==> src/rtl/multi_edge_detector.sv <==
// N-channel edge detector: per channel a synchroniser, a debounce filter, mode-selectable
// edge detection with a registered one-cycle pulse, and a saturating edge counter.
module multi_edge_detector #(
    parameter int unsigned CH    = 4,
    parameter int unsigned SYNC  = 2,
    parameter int unsigned DEB   = 3,
    parameter int unsigned CNT_W = 8
) (
    input  logic                clk,
    input  logic                rst,
    input  logic                enable,
    input  logic [CH-1:0]       din,
    input  logic [2*CH-1:0]     mode,
    input  logic [CH-1:0]       cnt_clr,
    output logic [CH-1:0]       level,
    output logic [CH-1:0]       pulse,
    output logic [CH*CNT_W-1:0] cnt,
    output logic                any_edge
);

    localparam int unsigned DW = (DEB > 1) ? $clog2(DEB) : 1;
    localparam logic [DW-1:0] DebMax = DW'(DEB - 1);

    for (genvar i = 0; i < int'(CH); i++) begin : g_ch
        logic [SYNC-1:0]  sync_q, sync_d;
        logic [DW-1:0]    dcnt_q, dcnt_d;
        logic             level_q, level_d;
        logic             pulse_q, pulse_d;
        logic [CNT_W-1:0] cnt_q, cnt_d;
        logic             s;
        logic             accept;

        always_comb begin
            // Shift register: stage 0 captures din, the top stage is the synchronised value.
            sync_d  = (sync_q << 1) | SYNC'(din[i]);
            s       = sync_q[SYNC-1];
            accept  = 1'b0;
            dcnt_d  = dcnt_q;
            level_d = level_q;
            if (s == level_q) begin
                dcnt_d = '0;
            end else if (dcnt_q == DebMax) begin
                accept  = 1'b1;
                level_d = s;
                dcnt_d  = '0;
            end else begin
                dcnt_d = dcnt_q + 1'b1;
            end

            // On acceptance s is the new level, so s=1 means rise and s=0 means fall.
            pulse_d = enable & accept & ((s & mode[2*i]) | (~s & mode[2*i+1]));

            cnt_d = cnt_q;
            if (cnt_clr[i]) begin
                cnt_d = '0;
            end else if (pulse_d && (cnt_q != '1)) begin
                cnt_d = cnt_q + 1'b1;
            end
        end

        always_ff @(posedge clk or negedge rst) begin
            if (!rst) begin
                sync_q  <= '0;
                dcnt_q  <= '0;
                level_q <= 1'b0;
                pulse_q <= 1'b0;
                cnt_q   <= '0;
            end else begin
                sync_q  <= sync_d;
                dcnt_q  <= dcnt_d;
                level_q <= level_d;
                pulse_q <= pulse_d;
                cnt_q   <= cnt_d;
            end
        end

        assign level[i]                 = level_q;
        assign pulse[i]                 = pulse_q;
        assign cnt[i*CNT_W +: CNT_W]    = cnt_q;
    end

    assign any_edge = |pulse;

endmodule

==> config.mk <==
export PLATFORM = sky130hd
export DESIGN_NAME = multi_edge_detector
export DESIGN_NICKNAME = d
export VERILOG_FILES = /design/src/rtl/multi_edge_detector.sv
export SDC_FILE = /design/constraint.sdc
export NUM_CORES = 1
export LEC_CHECK = 0
export CORE_ASPECT_RATIO = 1.75
export CORE_MARGIN = 4
export CORE_UTILIZATION = 50
export DETAILED_ROUTE_END_ITERATION = 12
export HOLD_SLACK_MARGIN = 0.12
export PLACE_DENSITY = 0.86
export SLEW_MARGIN = 10
export SYNTH_ARGS = -nofsm -noshare
export SYNTH_HDL_FRONTEND = slang
export SYNTH_SLANG_ARGS = --single-unit
==> constraint.sdc <==
create_clock -name clk -period 2.4 [get_ports clk]
set_clock_uncertainty 0.1 [all_clocks]
set_input_delay 0.48 -clock clk [delete_from_list [all_inputs] [get_ports clk]]
set_output_delay 0.48 -clock clk [all_outputs]
set_load 0.01 [all_outputs]
==> metrics.txt, run 1 <==
worst setup path class flip-flop to output pin; CTS tree yes; share of the synthesized area in the top cell type 51.7%; unique cell type count in the Yosys netlist 35; Final Cell Area 3460 um2; outcome finished clean; total gr overflow 0; fraction of layout cells with a size suffix above 1 11.3%; Area Overhead vs Synth 27.5%; WL per Instance 15.3 um; final WL 5610 um; initial core utilization 51.6%; antenna cells 0; max_cap viols 0; async set-or-reset flop fraction in the synthesized netlist 100%; Synth Register Bits 56; RSZ-0062 raised after global routing no; Synth Flop Type dfrtp_1; die area 6710 um2; CP arrival 1680 ps; Clock Path Buffers 2; Rel. slew slack 60.8%; worst-path fanout max 2; syn avg cell area 10.8 um2; via-per-instance ratio 6.16; Pre-Repair DR Iteration Count 4; clk slew on worst S/H paths 90 ps; peak supply drop 0.464 mV; post-synthesis sequential area ratio 51.7%; root buffer cell clkbuf_8; sw frac 25.8%; H-Tree Depth 2; most frequent cells in the layout clkdlybuf4s50_1, dfrtp_1, a21oi_1; final routed DRC violation total 0; post-route ant nets 0; Area after DPL 3350 um2; initial antenna violation count 0; Synth area leaders dfrtp_1, mux2_2, a21oi_1; cell taking the most area after synthesis dfrtp_1; post_cts resized 0; Min-Delay Path Class flip-flop to flip-flop; Initial DRC Count 249; crit path buf inv count 1; Placeable Area 5260 um2; vias post-DR 2253; Worst Setup End Kind output pin; worst endpoint required time 1820 ps; PortBufs 59; post-layout min period 2260 ps; # Post-CTS Setup Buffers 0; Clock Power Share 25.4%; Max stage delay cell, worst path or4_1; clk sink count 56; Die H 105 um; Mapped Cells 252; Synth warnings 0; hold_buf cts 1; EDFF count, synth 0; TritonCTS Buffers 5; Power Density 609 nW/um2; Final HPWL DP 4240 um; Final Setup Violations 0; fin. max-slew vios 0; crit share post-route 94.3%; Min Hold Slack 256 ps; Pleak 1.42 nW; commonest non-fill, non-tap cell in the layout clkdlybuf4s50_1; die width 63.7 um; largest net degree at the start of global routing 29; CP delay by family, top simple AND/OR/NAND/NOR gates; crit-path max cell delay 520 ps; fillcell total 431; max frequency 442 MHz; Syn Nets 275; critical path cell sequence or4_1 -> clkdlybuf4s50_1; Comb pwr share 20.7%; P_sw 545 uW; Util after Layout 65.8%; Cell Int Power 1.56 mW; vias in the first global route 2248; GRT Resource Usage Total 17.5%; setup tns final 0 ps; final net count 334; Fin. Hold Viols 0; FP Rows 35; first-pass GRT wire length 9630 um; worst-margin pin slew 574 ps; Worst setup SP type flip-flop; clock insertion delay at the later pin of the skew report 290 ps; synthesized cell area 2710 um2; I/O pins 60; GPL Wtd Cong 0.900; Flop pwr share 54.0%
-- cell families (layout without fill, tap and decap cells) --
logic type / count (synthesis) / count (layout) / share of synthesized area (%)
simple gates: 84 / 84 / 20.4
compound gates: 64 / 64 / 15.6
flops: 56 / 56 / 51.7
buf+inv: 31 / 90 / 5.44
mux: 9 / 9 / 3.74
fa+ha+maj: 4 / 4 / 1.85
xor+xnor: 4 / 4 / 1.29
-- cell type report --
| cell class | count | area, um2 | share of cell area [%] |
|---|---|---|---|
| flip-flops and latches | 56 | 1400 | 40.5 |
| multi-input cells | 165 | 1160 | 33.6 |
| repair buffers | 69 | 676 | 19.5 |
| clock buffers | 7 | 96.3 | 2.79 |
| well taps | 55 | 68.8 | 1.99 |
| inverters | 14 | 52.6 | 1.52 |
-- Yosys cell counts, types with 2 or more instances --
| master | n |
|---|---|
| nor3_1 | 7 |
| a211oi_1 | 4 |
| clkbuf_1 | 4 |
| o2111ai_1 | 3 |
| nand2_1 | 11 |
| nor2b_1 | 6 |
| nand4b_4 | 3 |
| or3b_2 | 3 |
| nor2_1 | 4 |
| inv_1 | 14 |
| or3_1 | 11 |
| nand3b_1 | 2 |
| o21ai_0 | 11 |
| a21oi_1 | 20 |
| buf_1 | 4 |
| or4_1 | 9 |
| a21o_1 | 4 |
| ha_1 | 4 |
| nand3_1 | 10 |
| o41ai_1 | 7 |
| nor4_1 | 5 |
| dfrtp_1 | 56 |
| o31ai_1 | 8 |
| nand4_1 | 4 |
| or2_2 | 2 |
| o311ai_0 | 6 |
| nor3b_1 | 4 |
| buf_4 | 8 |
| xnor2_1 | 4 |
| mux2_2 | 9 |
-- final timing paths --
check | from | endpoint | slack, ps | depth (start not counted)
max | g_ch[1].pulse_q$_DFF_PN0_ | any_edge | 140 | 2
min | g_ch[0].sync_q[0]$_DFF_PN0_ | g_ch[0].sync_q[1]$_DFF_PN0_ | 260 | 0
min in group asynchronous | rst | g_ch[3].cnt_q[2]$_DFFE_PN0P_ | 630 | 3
max reg2reg | g_ch[0].dcnt_q[0]$_DFF_PN0_ | g_ch[0].cnt_q[1]$_DFFE_PN0P_ | 570 | 5
min reg2reg | g_ch[0].sync_q[0]$_DFF_PN0_ | g_ch[0].sync_q[1]$_DFF_PN0_ | 260 | 0
max in group asynchronous | rst | g_ch[0].cnt_q[0]$_DFFE_PN0P_ | 1300 | 3
-- layer usage --
| metal | wire length [um] | GRT usage (%) | share of wire, % | vias to the layer above |
|---|---|---|---|---|
| met4 | 97 | 9.27 | 1.7 | 0 |
| met2 | 3110 | 32.3 | 55 | 70 |
| li1 | - | - | - | 1061 |
| met3 | 226 | 2.03 | 4.0 | 10 |
| met5 | 0 | 0 | 0 | - |
| met1 | 2170 | 19.1 | 39 | 1112 |
-- state kept, by name (all words and copies together) (netlist names) --
name,count
g_ch.cnt_q,32
g_ch.dcnt_q,8
g_ch.level_q,4
g_ch.pulse_q,4
g_ch.sync_q,8
-- power by group through the flow --
stage               clock network [mW]  logic (mW)  registers (mW)
floorplan                            0       0.309            1.14
global placement                     0       0.428            1.15
finish                           0.535       0.436            1.14
detailed placement                   0       0.443            1.16
global route                     0.605       0.474            1.15
CTS                              0.560       0.445            1.14
-- stage by stage --
step / setup slack, ps / cells / power [mW]
floorplan: 678 / 252 / 1.44
global placement: 94.7 / 358 / 1.57
detailed placement: 53.7 / 358 / 1.60
CTS: 115 / 366 / 2.14
global route: 36.9 / 366 / 2.23
finish: 137 / 366 / 2.11
No activity file was read; power rests on OpenSTA's default activity.
==> run 2, diff against run 1 <==
Settings changed: CORE_UTILIZATION 50 to 54, PLACE_DENSITY 0.86 to 0.92.
Clock period 2.4 ns to 2.8 ns, I/O delays scaled along.
==> metrics.txt, run 2 (synthesis gave the netlist of run 1 again) <==
# Post-CTS Setup Buffers 0; Cell Int Power 1.38 mW; max frequency 426 MHz; Comb pwr share 19.8%; crit-path max cell delay 510 ps; final WL 5920 um; Flop pwr share 52.1%; post_cts resized 0; peak supply drop 0.510 mV; Levels on crit path 2; Clock Path Buffers 2; Final Cell Area 3400 um2; vias post-DR 2253; crit share post-route 83.8%; max_cap viols 0; final net count 327; I/O pins 60; most frequent cells in the layout clkdlybuf4s50_1, dfrtp_1, a21oi_1; clk sink count 56; critical path cell sequence or4_1 -> clkdlybuf4s50_1; RSZ-0062 raised after global routing no; H-Tree Depth 2; worst setup path class flip-flop to output pin; initial core utilization 56.6%; CTS tree yes; worst endpoint required time 2140 ps; worst-path fanout max 2; clock insertion delay at the later pin of the skew report 310 ps; root buffer cell clkbuf_8; Worst setup SP type flip-flop; vias in the first global route 2163; Final Setup Violations 0; Placeable Area 4790 um2; FP Rows 33; Pre-Repair DR Iteration Count 4; Power Density 552 nW/um2; P_sw 501 uW; PortBufs 59; largest net degree at the start of global routing 25; initial antenna violation count 0; GPL Wtd Cong 0.872; via-per-instance ratio 6.31; Area Overhead vs Synth 25.4%; Fin. Hold Viols 0; TritonCTS Buffers 5; post-route ant nets 0; Pleak 1.39 nW; total gr overflow 0; fin. max-slew vios 0; fraction of layout cells with a size suffix above 1 9.84%; GRT Resource Usage Total 20.4%; post-layout min period 2350 ps; Largest register FFs 32; first-pass GRT wire length 9870 um; Max stage delay cell, worst path or4_1; Final HPWL DP 4330 um; fillcell total 378; sw frac 26.7%; Min-Delay Path Class primary input to asynchronous set/reset pin; hold_buf cts 0; Top Registers g_ch.cnt_q x32, g_ch.dcnt_q x8, g_ch.sync_q x8; clk slew on worst S/H paths 100 ps; worst reg-to-reg path cell count 4; die area 6270 um2; Rel. slew slack 42.7%; die width 61.6 um; outcome finished clean; final routed DRC violation total 0; setup tns final 0 ps; Worst Setup End Kind output pin; CP arrival 1690 ps; antenna cells 0; WL per Instance 16.6 um; Clock Power Share 28.2%; crit path buf inv count 1; Largest Register g_ch.cnt_q; Die H 102 um; worst-margin pin slew 853 ps; commonest non-fill, non-tap cell in the layout clkdlybuf4s50_1; CP delay by family, top simple AND/OR/NAND/NOR gates; Area after DPL 3290 um2; Initial DRC Count 199
## run 2: stage by stage
step / instances / hold WS [ps] / util (%) / setup WS (ps) / power [mW]
finish: 357 / 121 / 71.0 / 453 / 1.88
global route: 357 / 146 / 71.0 / 392 / 1.97
CTS: 357 / 132 / 71.0 / 435 / 1.90
detailed placement: 349 / 235 / 68.7 / 283 / 1.37
global placement: 349 / 233 / 68.7 / 351 / 1.35
floorplan: 252 / 164 / - / 1080 / 1.24
## run 2: routing by layer
| metal | share of wire, % | track usage [%] | vias up | routed length [um] |
|---|---|---|---|---|
| li1 | - | - | 1052 | - |
| met1 | 39 | 24.3 | 1103 | 2290 |
| met2 | 54 | 35.9 | 85 | 3200 |
| met3 | 5.1 | 2.68 | 13 | 304 |
| met4 | 2.2 | 7.84 | 0 | 129 |
| met5 | 0 | 0 | - | 0 |
## run 2: power groups by stage
stage	Combinational [mW]	Sequential (mW)	Clock, mW
detailed placement	0.375	0.995	0
CTS	0.377	0.978	0.542
floorplan	0.265	0.974	0
global route	0.400	0.993	0.573
global placement	0.361	0.985	0
finish	0.371	0.979	0.529
## run 2: layout make-up
cell class	instances	area [um2]	area share, %
sequential	56	1400	41.2
clock buffer	5	68.8	2.02
clock inverter	3	42.5	1.25
inverter	14	52.6	1.54
multi-input combinational	165	1160	34.2
timing repair buffer	62	608	17.9
tap	52	65.1	1.91
## run 2: path summary, 6_finish.rpt
check	to	startpoint	slack, ps
max	any_edge	g_ch[1].pulse_q$_DFF_PN0_	450
min	g_ch[3].cnt_q[5]$_DFFE_PN0P_	rst	120
max reg2reg	g_ch[0].cnt_q[5]$_DFFE_PN0P_	g_ch[0].cnt_q[3]$_DFFE_PN0P_	820
min reg2reg	g_ch[0].sync_q[1]$_DFF_PN0_	g_ch[0].sync_q[0]$_DFF_PN0_	250
max in group asynchronous	g_ch[2].cnt_q[5]$_DFFE_PN0P_	rst	1830
min in group clk	g_ch[0].sync_q[1]$_DFF_PN0_	g_ch[0].sync_q[0]$_DFF_PN0_	250
## run 2: worst reg2reg max path, delay by kind of cell (launching register included)
family | cells | cell delay (ps)
DFF | 1 | 480
muxes | 1 | 300
and+or+nand+nor | 3 | 1000
